## config.mk

```make
export PLATFORM = sky130hd
export DESIGN_NAME = wishbone_master_if
export DESIGN_NICKNAME = d
export VERILOG_FILES = /design/src/rtl/wishbone_master_if.sv
export SDC_FILE = /design/constraint.sdc
export NUM_CORES = 1
export LEC_CHECK = 0
export BUFFER_PORTS_ARGS = -buffer_cell sky130_fd_sc_hd__buf_2
export CAP_MARGIN = 10
export CORE_UTILIZATION = 47
export CTS_CLUSTER_DIAMETER = 100
export DETAILED_ROUTE_END_ITERATION = 6
export PLACE_DENSITY = 0.79
export SETUP_SLACK_MARGIN = 0.2
export SLEW_MARGIN = 5
export SYNTH_ARGS = -nofsm -noshare
export SYNTH_HDL_FRONTEND = slang
export SYNTH_SLANG_ARGS = --single-unit
```

## constraint.sdc

```tcl
create_clock -name clk -period 2 [get_ports clk]
set_input_delay 0.4 -clock clk [delete_from_list [all_inputs] [get_ports clk]]
set_output_delay 0.4 -clock clk [all_outputs]
set_load 0.1 [all_outputs]
```

## src/rtl/wishbone_master_if.sv

```systemverilog
// wishbone_master_if: single-outstanding Wishbone master bridging CPU accesses with ack/flush/timeout handling
module wishbone_master_if #(
  parameter int TIMEOUT_CYCLES = 255
) (
  input  logic        clk,
  input  logic        rst_n,
  input  logic        cpu_ce_i,
  input  logic [31:0] cpu_addr_i,
  input  logic [31:0] cpu_data_i,
  input  logic        cpu_we_i,
  input  logic [3:0]  cpu_sel_i,
  input  logic        stall_i,
  input  logic        flush_i,
  output logic [31:0] cpu_data_o,
  output logic        stall_req_o,
  output logic        err_o,
  output logic [31:0] wishbone_addr_o,
  output logic [31:0] wishbone_data_o,
  output logic        wishbone_we_o,
  output logic [3:0]  wishbone_sel_o,
  output logic        wishbone_stb_o,
  output logic        wishbone_cyc_o,
  input  logic [31:0] wishbone_data_i,
  input  logic        wishbone_ack_i
);
  typedef enum logic [1:0] {IDLE, BUSY, HOLD} state_t;
  localparam logic [7:0] LAST = 8'(TIMEOUT_CYCLES - 1);
  state_t state, state_nx;
  logic [7:0] cnt;
  logic [31:0] rbuf;
  logic start, ack, tmo;
  // state register
  always_ff @(posedge clk or negedge rst_n)
    if (!rst_n) state <= IDLE;
    else state <= state_nx;
  // next state, CPU-side outputs and transaction events
  always_comb begin
    state_nx = state;
    stall_req_o = 1'b0;
    cpu_data_o = '0;
    start = 1'b0;
    ack = 1'b0;
    tmo = 1'b0;
    case (state)
      IDLE: begin
        start = cpu_ce_i & ~flush_i;
        stall_req_o = start;
        state_nx = start ? BUSY : IDLE;
      end
      BUSY: begin
        ack = wishbone_ack_i & wishbone_cyc_o & ~flush_i;
        tmo = ~flush_i & ~wishbone_ack_i & (cnt == LAST);
        stall_req_o = ~flush_i & ~wishbone_ack_i;
        cpu_data_o = (ack && !wishbone_we_o) ? wishbone_data_i : '0;
        state_nx = (flush_i || tmo) ? IDLE : ack ? (stall_i ? HOLD : IDLE) : BUSY;
      end
      HOLD: begin
        cpu_data_o = rbuf;
        state_nx = (!stall_i || flush_i) ? IDLE : HOLD;
      end
      default: state_nx = IDLE;
    endcase
  end
  // bus outputs, timeout counter, read buffer and error pulse
  always_ff @(posedge clk or negedge rst_n)
    if (!rst_n) begin
      wishbone_addr_o <= '0;
      wishbone_data_o <= '0;
      wishbone_we_o <= 1'b0;
      wishbone_sel_o <= '0;
      wishbone_stb_o <= 1'b0;
      wishbone_cyc_o <= 1'b0;
      cnt <= '0;
      rbuf <= '0;
      err_o <= 1'b0;
    end else begin
      err_o <= tmo;
      if (start) begin
        wishbone_addr_o <= cpu_addr_i;
        wishbone_data_o <= cpu_data_i;
        wishbone_we_o <= cpu_we_i;
        wishbone_sel_o <= cpu_sel_i;
        wishbone_stb_o <= 1'b1;
        wishbone_cyc_o <= 1'b1;
        cnt <= '0;
      end else if (state == BUSY && state_nx != BUSY) begin
        wishbone_stb_o <= 1'b0;
        wishbone_cyc_o <= 1'b0;
      end
      if (state == BUSY && !ack && !flush_i) cnt <= cnt + 8'd1;
      if (ack) rbuf <= cpu_data_o;
    end
endmodule
```

# [Word-level counts from Yosys, hierarchy flattened]
# Index checks and enable logic that the tools add are counted.
[op_classes] shift=0 magnitude_cmp=0 mux=16 div=0 n_addsub=1 n_mul=0 n_reduce_logical=13 bitwise_logic=7 eq_ne=4
[op_table] op="one-hot mux 32 bit (2 select lines)" count=1
[op_table] op="two-way mux 32 bit" count=1
[op_table] op="two-way mux 8 bit" count=2
[op_table] op="adder 8 x 1 -> 8 bit, second input constant" count=1
[op_table] op="== test 8 bit, second input constant" count=1
[op_table] op="two-way mux 2 bit" count=4
[op_table] op="two-way mux 1 bit" count=6
[op_table] op="one-hot mux 2 bit (3 select lines)" count=1
[op_table] op="AND 1 bit" count=5
[op_table] op="logical AND 1 bit" count=4
[op_table] op="logical NOT 1 bit" count=4
[op_table] op="nonzero test 2 bit" count=2
[op_table] op="== test 2 x 1 -> 1 bit, second input constant" count=1
[op_table] op="== test 2 bit, second input constant" count=1
[op_table] op="logical NOT 2 bit" count=1
[op_table] op="logical OR 1 bit" count=2
[op_table] op="inequality test 2 x 1 -> 1 bit, second input constant" count=1
[op_table] op="NOT 1 bit" count=2
[op_table] op="one-hot mux 1 bit (2 select lines)" count=1
[word_totals] mem_bits_ro=0 in_bits=107 mem_bits_rw=0 output_inout_bits=105 word_cells=50 regBits=113 latch_bits=0 memories=0

# [Logic depth before layout (Yosys ltp)]
# Gate-level depths: netlist of run 1.
[logic_depth] depth_word=10 depth_mapped=8

# [Worst setup path before layout of run 1]
# Ideal clock, no wire load.
[synth_path] kind="register to output" startpoint="register wishbone_cyc_o" endpoint="output port cpu_data_o[27]" slack_ns=-1.149 path_buffers=0 path_stages_with_launch=5 required_time_ns=1.600 arrival_time_ns=2.749 cell_sequence="dfrtp_1 nand2_2 nor2_1 a32oi_1 nor2b_1"
[synth_via] elab_chain_len=5
[synth_lines] element="from (decl)" line="22" text="output logic wishbone_cyc_o,"
[synth_lines] element="from (signal assigned)" line="72" text="wishbone_cyc_o <= 1'b0;"
[synth_lines] element="from (signal assigned)" line="84" text="wishbone_cyc_o <= 1'b1;"
[synth_lines] element="from (signal assigned)" line="88" text="wishbone_cyc_o <= 1'b0;"
[synth_lines] element="AND 1 bit (2 in a row)" line="51" text="ack = wishbone_ack_i & wishbone_cyc_o & ~flush_i;"
[synth_lines] element="logical AND 1 bit" line="54" text="cpu_data_o = (ack && !wishbone_we_o) ? wishbone_data_i : '0;"
[synth_lines] element="two-way mux 32 bit" line="54"
[synth_lines] element="one-hot mux 32 bit (2 select lines)" line="44" text="case (state)"
[synth_lines] element="to (decl)" line="14" text="output logic [31:0] cpu_data_o,"
# No other way between the ends.

# [Worst setup path after layout of run 1]
[layout_path] startpoint="register state[1]" endpoint="output port cpu_data_o[2]"
[layout_via] elab_chain_len=2
[layout_lines] element="from (decl)" line="28" text="state_t state, state_nx;"
[layout_lines] element="from (signal assigned)" line="35" text="else state <= state_nx;"
[layout_lines] element="== test 2 bit or == test 2 x 1 -> 1 bit (tied branches)" line="44"
[layout_lines] element="one-hot mux 32 bit (2 select lines) *" line="44"
# Every way passes the cells marked *; elsewhere a longest branch is shown, timed or not.

==> results of run 1 <==
sequential cells by signal, summed over array words and instances (netlist names):
signal	cells
state	2
wishbone_data_o	32
wishbone_we_o	1
err_o	1
rbuf	32
wishbone_cyc_o	1
wishbone_addr_o	32
wishbone_sel_o	4
cnt	8
worst max-delay path: cells and delay by family, from the launching register on:
family                     cells  cell delay, ns
AOI/OAI and AO/OA              1            0.16
buffers and inverters          3            0.45
adders and majority gates      1            0.16
DFF                            1            0.39
and+or+nand+nor                3            0.43
path summary, 6_finish.rpt:
check	from	endpoint	slack, ns	depth (start not counted)
max in group asynchronous	rst_n	wishbone_data_o[20]	1.05	3
min in group asynchronous	rst_n	wishbone_addr_o[12]	0.37	2
worst max-delay path	state[1]	cpu_data_o[2]	-0.50	8
worst max register to register	state[1]	rbuf[20]	0.10	8
worst min register to register	cnt[7]	cnt[7]	0.47	1
worst min-delay path	cpu_data_i[5]	wishbone_data_o[5]	0.11	2
timing repair:
item                       4_1_cts  5_1_grt
resized for setup               14        1
hold endpoints to repair        25        0
hold buffers                     1        0
buffers inserted                10        1
pin swaps                        3        1
setup endpoints to repair       76       67
cloned                           1        0
per-layer routing:
layer	up-vias	part of all wire, %	global-route usage, %	routed length (um)
li1	1727	-	-	-
met1	1898	39	29.0	5010
met2	183	53	43.1	6780
met3	16	7.1	8.61	919
met4	0	1.4	9.75	183
met5	-	0	0	0
cell type report:
| type | instances | area (sq um) | share of cell area (%) |
|---|---|---|---|
| well taps | 133 | 166 | 2.18 |
| clock buffers | 18 | 428 | 5.60 |
| inverters | 8 | 30.0 | 0.393 |
| clock inverters | 14 | 156 | 2.05 |
| flip-flops and latches | 113 | 2840 | 37.1 |
| repair buffers | 242 | 1940 | 25.4 |
| multi-input cells | 190 | 2080 | 27.2 |
| diodes | 1 | 2.50 | 0.0328 |
cell usage in the layout, fill, tap and decap left out, types with 2 or more instances in the layout:
cell	count
nor2_1	2
buf_12	42
ha_4	2
ha_1	3
inv_1	6
a21oi_1	2
a22o_4	31
buf_2	174
clkinvlp_4	4
a31oi_1	2
nor4_1	2
nand3_1	6
buf_6	3
inv_2	2
dfrtp_1	111
dfrtp_4	2
nand2_4	3
a22o_1	32
clkinv_4	4
clkbuf_8	2
o21ai_0	3
mux2i_1	3
or3_1	2
clkbuf_16	16
nand2_1	7
buf_4	20
mux2_2	69
bufinv_16	2
inv_6	3
through the flow:
step	area [sq um]	power, mW	std cells
2_1_floorplan	5150	6.24	335
3_3_place_gp	6880	6.93	673
3_5_place_dp	6880	7.02	673
4_1_cts	7620	10.0	717
5_1_grt	7640	10.3	719
6_report	7640	9.97	719
power by group:
group	switching [mW]	internal [mW]	total, mW	leakage (nW)
registers	0.308	2.77	3.08	1.41
clock network	1.11	1.82	2.93	0.274
logic	3.17	0.796	3.96	2.07
kinds of logic (layout without fill, tap and decap cells):
group	Yosys count	count (layout)	synth area share, %
flip-flops	113	113	59.2
XOR/XNOR	1	1	0.183
AND/OR/NAND/NOR	33	33	3.77
buffers and inverters	32	282	4.69
AO/OA/AOI/OAI	78	78	13.7
multiplexers	72	72	16.9
adder cells (fa/ha/maj)	6	6	1.57
other	0	1	0
==> impl_results.md, run 1 <==
- Status: complete, but fails checks
- Failing checks: negative setup slack
- RSZ-0062 raised after global routing: yes
- Hold WC Path Type: in2reg
- Hold Vio Cnt, Final: 0
- Gpl congestion: 0.743
- Longest Clk Path Bufs: 2
- Core Region: 9820 sq um
- Post-synth top cells: dfrtp_1 (113), mux2_2 (69), a22o_1 (63)
- Synthesized instance count: 335
- Clk_skew: 0.00632 ns
- Max IR drop VDD: 1.14 mV
- Leakage: 3.75 nW
- Post-place setup slack: -0.0453 ns
- Die X: 103 um
- Post-synth EDFFs: 0
- Critical Path RT: 1.60 ns
- Final Worst Setup Slack: -0.497 ns
- Crit path cell chain: inv_2 > ha_4 > nand2b_4 > nor2_4 > and3_4 > buf_12 > a22o_4 > buf_12
- Smallest hold slack: 0.114 ns
- Synthesized cell area: 4780 sq um
- CTS sink count: 113
- Slowest stage cell, crit path: dfrtp_1
- Remaining routing DRC violations: 0
- Vias in the first global route: 3960
- Crit. End Element: output port
- Relative slew slack: 65.2%
- Post-route core utilization: 77.8%
- Pwr Density: 1310 nW/um^2
- Antenna Nets Post-Route: 0
- CP Launch Type: flop
- Top-count cell post-synth: dfrtp_1
- P&R area growth vs syn: 59.8%
- Tmin final: 2.50 ns
- Worst slew pin tran: 0.526 ns
- Fmax: 401 MHz
- FILL cells: 600
- Top_reg_cell synth: dfrtp_1
- Via Count: 3824
- Fin nets: 685
- Iteration-0 DRC Markers: 116
- CTS tree: done
- Critical path class: reg2out
- Die height: 103 um
- Total gr overflow: 0
- Top cell type by total area after synthesis: dfrtp_1
- H-tree Lvls: 4
- Synth area leaders: dfrtp_1 (59%), mux2_2 (16%), a22o_1 (12%)
- Die ar.: 10600 sq um
- Ys async rst share: 100%
- I/O pin cnt: 212
- Largest net degree at the start of global routing: 48
- First-pass GRT wire length: 19600 um
- Cell row count: 36
- Layout cell share with drive strength beyond 1: 66.7%
- CTS Buf Count: 17
- Syn avg cell area: 14.3 sq um
- Worst Path Arrival: 2.10 ns
- DRT Pass-1 Iters: 5
- CP peak stage delay: 0.39 ns
- Cell chosen for the clock root: clkbuf_8
- Critical Path Fanout Max: 16
- Share of the synthesized area in the top cell type: 59.2%
- Post-synthesis sequential area ratio: 59.2%
- Initial antenna violation count: 1
- PortBufs: 211
- Clock network latency to the later pin of the worst-skew pair: 0.51 ns
- Fin crit share: 125%
- Worst path most repeated cell: buf_12
- Wire per inst: 17.9 um
- Routed WL: 12900 um
- Ys Warns: 0
- Syn Nets: 448
- Initial Util: 48.7%
- Max_cap viols: 0
- DR vias/cell: 5.32
- Count of final max-slew check failures: 0
- Detail Placement HPWL: 8780 um
- Setup TNS: -15.29 ns
- Post-synthesis cell type count: 36
- Register bit count reported by yosys: 113
- Total Routing Usage GR: 25.1%
- Final setup viols: 33
- Reg clk slew, reported paths: 0.06 ns
Note: power is estimated with default switching activity, not from simulation.
==> run 2, diff against run 1 <==
ABC_AREA = 1   (was not set)
CORE_MARGIN = 10   (was not set)
CORE_UTILIZATION = 48   (was 47)
==> run 2 against run 1 <==
Utilization up 2.7 points. Non-clock buffer count up 23. Clock power up 6%. Register-to-register slack better by 0.08 ns. Die area up 42%. Count of clock-buffer cells in the layout up 6. Critical path depth up 2. Worst hold slack worse by 0.033 ns. The run still ends with negative setup slack left. Combinational power down 9.6%. Sequential share of layout area down 2.9 points. Design area up 8.3%.
==> impl_results.md, run 2 <==
- Highest routed metal layer: met4
- Vias in the first global route: 5374
- Top cell type by total area after synthesis: dfrtp_1
- Layout cell share with drive strength beyond 1: 41.9%
- Tmin final: 2.57 ns
- Max IR drop VDD: 1.12 mV
- Wire per inst: 17.6 um
- Buf/Inv on CP: 5
- Syn avg cell area: 8.15 sq um
- Detail Placement HPWL: 12100 um
- Via Count: 5183
- DR WL met2: 9010 um
- Fmax: 389 MHz
- Total gr overflow: 0
- Post-synthesis sequential area ratio: 56.0%
- Metal3 WL: 1910 um
- Remaining routing DRC violations: 0
- Clock network latency to the later pin of the worst-skew pair: 0.51 ns
- Critical Path Fanout Max: 8
- Synthesized instance count: 620
- Fin crit share: 129%
- Largest net degree at the start of global routing: 58
- Slowest stage cell, crit path: dfrtp_1
- Gate power share: 37.7%
- Placed cell count: 953
- Longest Clk Path Bufs: 2
- DRT Pass-1 Iters: 5
- Int Power: 5.29 mW
- CTS tree: done
- Total Routing Usage GR: 22.5%
- Synthesized cell area: 5050 sq um
- Wire length on met1: 6560 um
- Worst Path Arrival: 2.17 ns
- Top-count cell post-synth: nand2_1
- Synth area leaders: dfrtp_1 (56%), nand2_1 (28%), a21oi_2 (5.2%)
- PortBufs: 211
- Most frequent cells in the layout: nand2_1 (351), buf_2 (175), dfrtp_1 (110), buf_12 (41), buf_4 (37)
- Final Worst Setup Slack: -0.572 ns
- Fin nets: 984
- Iteration-0 DRC Markers: 316
- Switching portion of total power: 44.2%
- Leakage: 4.27 nW
- Register bit count reported by yosys: 113
- Final setup viols: 33
- Die height: 123 um
- Hold Vio Cnt, Final: 0
- Critical path class: reg2out
- Hold WC Path Type: in2reg
- Setup TNS: -16.65 ns
- Reg clk slew, reported paths: 0.06 ns
- Routed WL: 17900 um
- Max_cap viols: 0
- Worst path most repeated cell: buf_12
- CP top delay family: buffers and inverters
- Switch Pwr: 4.20 mW
- First-pass GRT wire length: 27100 um
- Critical Path RT: 1.60 ns
- R2R setup slack: 0.18 ns
- Clk_skew: 0.00725 ns
- Failing checks: negative setup slack
- Top_reg_cell synth: dfrtp_1
- CP peak stage delay: 0.39 ns
- Sequential power share: 29.6%
- Relative slew slack: 65.0%
- Cell row count: 37
- Non-Filler Instances: 1021
- Initial Util: 49.2%
- CP Launch Type: flop
- Gpl congestion: 0.890
- RSZ-0062 raised after global routing: yes
- Cell chosen for the clock root: clkbuf_8
- P&R area growth vs syn: 63.7%
- Biggest regs: rbuf x32, wishbone_addr_o x32, wishbone_data_o x32
- Ys async rst share: 100%
- Crit. End Element: output port
- Initial antenna violation count: 1
- H-tree Lvls: 4
- Crit path cell chain: inv_2 > ha_4 > nand4_4 > nor2_4 > buf_6 > buf_12 > buf_16 > nand2_8 > a21oi_4 > buf_12
- Syn Nets: 733
- Ys Warns: 0
- Post-synth top cells: nand2_1 (382), dfrtp_1 (113), a21oi_2 (30)
- CTS Buf Count: 17
- Die ar.: 15000 sq um
- Count of final max-slew check failures: 0
- Post-synthesis cell type count: 24
- Post-synth EDFFs: 0
- I/O pin cnt: 212
- DR vias/cell: 5.08
- Die X: 123 um
- Status: complete, but fails checks
- Pwr Density: 1150 nW/um^2
- Dpl cell area: 7150 sq um
- Antenna Nets Post-Route: 0
- Core Region: 10300 sq um
- CTS sink count: 113
- Clk network pwr share: 32.7%
- Share of the synthesized area in the top cell type: 56.0%
- Most common cell after layout, fill and taps aside: nand2_1
- PnR Total Power: 9.50 mW
- Post-route cell area: 8270 sq um
- Worst slew pin tran: 0.529 ns
## run 2: cell count changes in the layout (fill, tap and decap cells not counted), moves of 5 or more
cell      before  now
a21oi_4        0   32
a22o_1        32    0
nand2_1        7  351
nand2_2        0   27
nor2_1         2    8
inv_1          6   12
buf_4         20   37
a22o_4        31    0
mux2_2        69    0
clkbuf_8       2    7
## run 2: timing repair
action	4_1_cts	5_1_grt
hold buffers	1	0
setup endpoints to repair	35	38
buffers inserted	18	12
hold endpoints to repair	33	0
resized for setup	38	9
cloned	2	2
pin swaps	31	26
## run 2: layout make-up
type                            instances  area, sq um
Clock buffer                           24          500
Fill cell                             648         2010
Antenna cell                            1         2.50
Inverter                               16         60.1
Sequential cell                       113         2830
Tap cell                              136          170
Clock inverter                          8          124
Multi-Input combinational cell        458         2400
Timing Repair Buffer                  265         2180
## run 2: logic make-up (layout without fill, tap and decap cells)
group                    after synthesis  count (layout)  share of synthesized area, %
adder cells (fa/ha/maj)                6               6                          1.49
multiplexers                           1               1                         0.198
other                                  0               1                             0
buffers and inverters                 49             313                          4.33
XOR/XNOR                               1               1                         0.173
AND/OR/NAND/NOR                      404             404                          31.0
flip-flops                           113             113                          56.0
AO/OA/AOI/OAI                         46              46                          6.88
## run 2: metal layers
layer / track usage (%) / vias to the layer above
li1: - / 2408
met1: 24.3 / 2474
met2: 37.7 / 260
met3: 10.3 / 41
met4: 9.28 / 0
met5: 0 / -
## run 2: final timing paths
kind	from	endpoint	cells past startpoint
setup / recovery	state[1]	cpu_data_o[12]	10
hold / removal	cpu_addr_i[29]	wishbone_addr_o[29]	3
setup reg to reg	state[1]	rbuf[8]	12
min in group asynchronous	rst_n	rbuf[16]	2
max in group asynchronous	rst_n	wishbone_cyc_o	3
hold reg to reg	wishbone_addr_o[14]	wishbone_addr_o[14]	2
## run 2: through the flow
stage | util (%) | worst slack [ns] | hold slack [ns]
finish | 80.5 | -0.572 | 0.0815
global route | 80.4 | -0.642 | 0.0748
CTS | 78.7 | -0.535 | 0.0655
detailed placement | 69.5 | -0.0524 | 0.398
global placement | 69.5 | 0.0392 | 0.391
floorplan | - | -0.220 | 0.104
## run 2: worst min-delay path: cells and delay by family
family / cells / cell delay [ns]
simple gates: 2 / 0.08
buf+inv: 1 / 0.07
## run 2: power groups by stage
stage	clock network, mW	logic, mW	registers [mW]
after floorplan	0	0.585	4.97
after global placement	0	3.46	2.82
after detailed placement	0	3.50	2.83
after CTS	3.16	3.56	2.81
after global routing	3.25	3.72	2.85
final	3.11	3.58	2.81
==> run 3, diff against run 2 <==
--- a/constraint.sdc
+++ b/constraint.sdc
@@ -3,2 +3,2 @@
 set_output_delay 0.4 -clock clk [all_outputs]
-set_load 0.1 [all_outputs]
+set_load 0.01 [all_outputs]
==> run 3 against run 2 <==
The flow still finishes with violations (negative setup slack). Worst hold slack improved by 0.017 ns. Sequential power about the same. Combinational power shrank 65%. Critical path depth down 2. Non-clock buffer count decreased by 23. Critical endpoint unchanged. Highest routed layer unchanged.
==> impl_results.md, run 3 (synthesis gave the netlist of run 2 again) <==
- Status: complete, but fails checks
- Failing checks: negative setup slack
- DRT Pass-1 Iters: 6
- PortBufs: 211
- Die ar.: 15000 sq um
- Critical Path Fanout Max: 16
- CP peak stage delay: 0.39 ns
- Reg clk slew, reported paths: 0.05 ns
- Hold Vio Cnt, Final: 0
- Detail Placement HPWL: 11100 um
- Max_cap viols: 0
- Die X: 123 um
- Crit path cell chain: inv_2 > ha_4 > nand4_4 > nor2_4 > clkbuf_16 > nand2_1 > a21oi_2 > buf_2
- Tmin final: 2.50 ns
- Antenna Nets Post-Route: 0
- Most frequent cells in the layout: nand2_1 (366), buf_2 (209), dfrtp_1 (112), a21oi_2 (31), buf_4 (22)
- Fin crit share: 125%
- Critical path class: reg2out
- Setup TNS: -13.82 ns
- Clk network pwr share: 42.9%
- PnR Total Power: 7.14 mW
- Gpl congestion: 0.816
- Leakage: 4.01 nW
- CTS sink count: 113
- Crit. End Element: output port
- CP Launch Type: flop
- Pwr Density: 991 nW/um^2
- Largest net degree at the start of global routing: 55
- CTS Buf Count: 17
- Max IR drop VDD: 0.634 mV
- Smallest hold slack: 0.0981 ns
- CP top delay family: buffers and inverters
- Worst Path Arrival: 2.10 ns
- Total Routing Usage GR: 19.7%
- Wire per inst: 15.6 um
- Longest Clk Path Bufs: 2
- I/O pin cnt: 212
- Initial Util: 49.2%
- Via Count: 4897
- FILL cells: 794
- RSZ-0062 raised after global routing: yes
- Total gr overflow: 0
- Non-Filler Instances: 997
- Count of final max-slew check failures: 0
- Initial antenna violation count: 0
- Hold Path Depth: 3
- DR vias/cell: 4.91
- Most common cell after layout, fill and taps aside: nand2_1
- Clk_skew: 0.00627 ns
- Cell row count: 37
- Slowest stage cell, crit path: dfrtp_1
- Iteration-0 DRC Markers: 388
- Ant diodes: 0
- Final setup viols: 32
- Core Region: 10300 sq um
- Hold WC Path Type: in2reg
- First-pass GRT wire length: 24100 um
- Switch Pwr: 1.94 mW
- Fmax: 399 MHz
- Sequential power share: 39.3%
- Post-route core utilization: 70.1%
- Worst slew pin tran: 0.426 ns
- Relative slew slack: 71.6%
- Critical path depth: 8
- Layout cell share with drive strength beyond 1: 38.1%
- Switching portion of total power: 27.2%
- Final Worst Setup Slack: -0.503 ns
- Vias in the first global route: 4915
- Biggest regs: rbuf x32, wishbone_addr_o x32, wishbone_data_o x32
- H-tree Lvls: 4
- Critical Path RT: 1.60 ns
- Die height: 123 um
- Gate power share: 17.8%
- Cells on worst reg2reg path: 7
- Cell chosen for the clock root: clkbuf_8
- Fin nets: 961
- P&R area growth vs syn: 42.6%
- Clock network latency to the later pin of the worst-skew pair: 0.49 ns
- Buf/Inv on CP: 3
- CTS tree: done
- Placed cell count: 947
- Routed WL: 15500 um
- Remaining routing DRC violations: 0
- Int Power: 5.19 mW
run 3: changes by cell type in the layout (fill, tap and decap cells not counted), sizes merged:
cell    previous run  this run
buf              261       239
clkbuf            27        23
clkinv             3         5
bufinv             3         4
diode              1         0
run 3: final timing paths:
kind | startpoint | to | slack [ns]
setup / recovery | state[1] | cpu_data_o[12] | -0.50
hold / removal | cpu_data_i[7] | wishbone_data_o[7] | 0.1
setup reg to reg | state[0] | rbuf[3] | 0.31
hold reg to reg | wishbone_addr_o[22] | wishbone_addr_o[22] | 0.47
max in group asynchronous | rst_n | wishbone_sel_o[2] | 1.03
min in group asynchronous | rst_n | rbuf[31] | 0.41
run 3: worst register-to-register path, stage by stage, from the launching register on:
cell	delay, ns
dfrtp_2	0.44
ha_4	0.19
nand4_4	0.10
buf_4	0.34
inv_1	0.12
buf_4	0.22
nand2_1	0.11
nand2_1	0.06
run 3: layout make-up:
type | instances | area [sq um] | area share, %
tap | 136 | 170 | 2.36
multi-input combinational | 458 | 2110 | 29.3
timing repair buffer | 242 | 1420 | 19.7
inverter | 16 | 60.1 | 0.834
clock inverter | 11 | 160 | 2.22
clock buffer | 21 | 449 | 6.23
sequential | 113 | 2830 | 39.3
run 3: per-layer routing:
| layer | part of all wire [%] | wire length, um | track usage [%] | vias to the layer above |
|---|---|---|---|---|
| met1 | 38 | 5860 | 22.4 | 2286 |
| met2 | 49 | 7570 | 31.8 | 231 |
| met3 | 13 | 1950 | 10.6 | 18 |
| met4 | 0.97 | 150 | 5.74 | 0 |
| met5 | 0 | 0 | 0 | - |
| li1 | - | - | - | 2362 |
run 3: what timing repair did:
action / in CTS / in global routing
endpoints found under the setup margin: 33 / 34
pin swaps: 2 / 3
hold endpoints to repair: 29 / 0
resized for setup: 9 / 21
hold buffers: 1 / 0
gates cloned: 0 / 2
buffers inserted: 4 / 11
run 3: metrics by stage:
stage	cell area [sq um]	setup slack (ns)
6_report	7200	-0.503
4_1_cts	7000	-0.403
5_1_grt	7200	-0.588
3_5_place_dp	6310	0.000975
2_1_floorplan	5050	0.216
3_3_place_gp	6310	0.107
run 3: power groups by stage:
| stage | registers (mW) | logic, mW | clock network, mW |
|---|---|---|---|
| after floorplan | 2.96 | 0.448 | 0 |
| after global placement | 2.82 | 1.20 | 0 |
| after detailed placement | 2.82 | 1.25 | 0 |
| after CTS | 2.80 | 1.27 | 3.13 |
| after global routing | 2.84 | 1.42 | 3.23 |
| final | 2.80 | 1.27 | 3.06 |
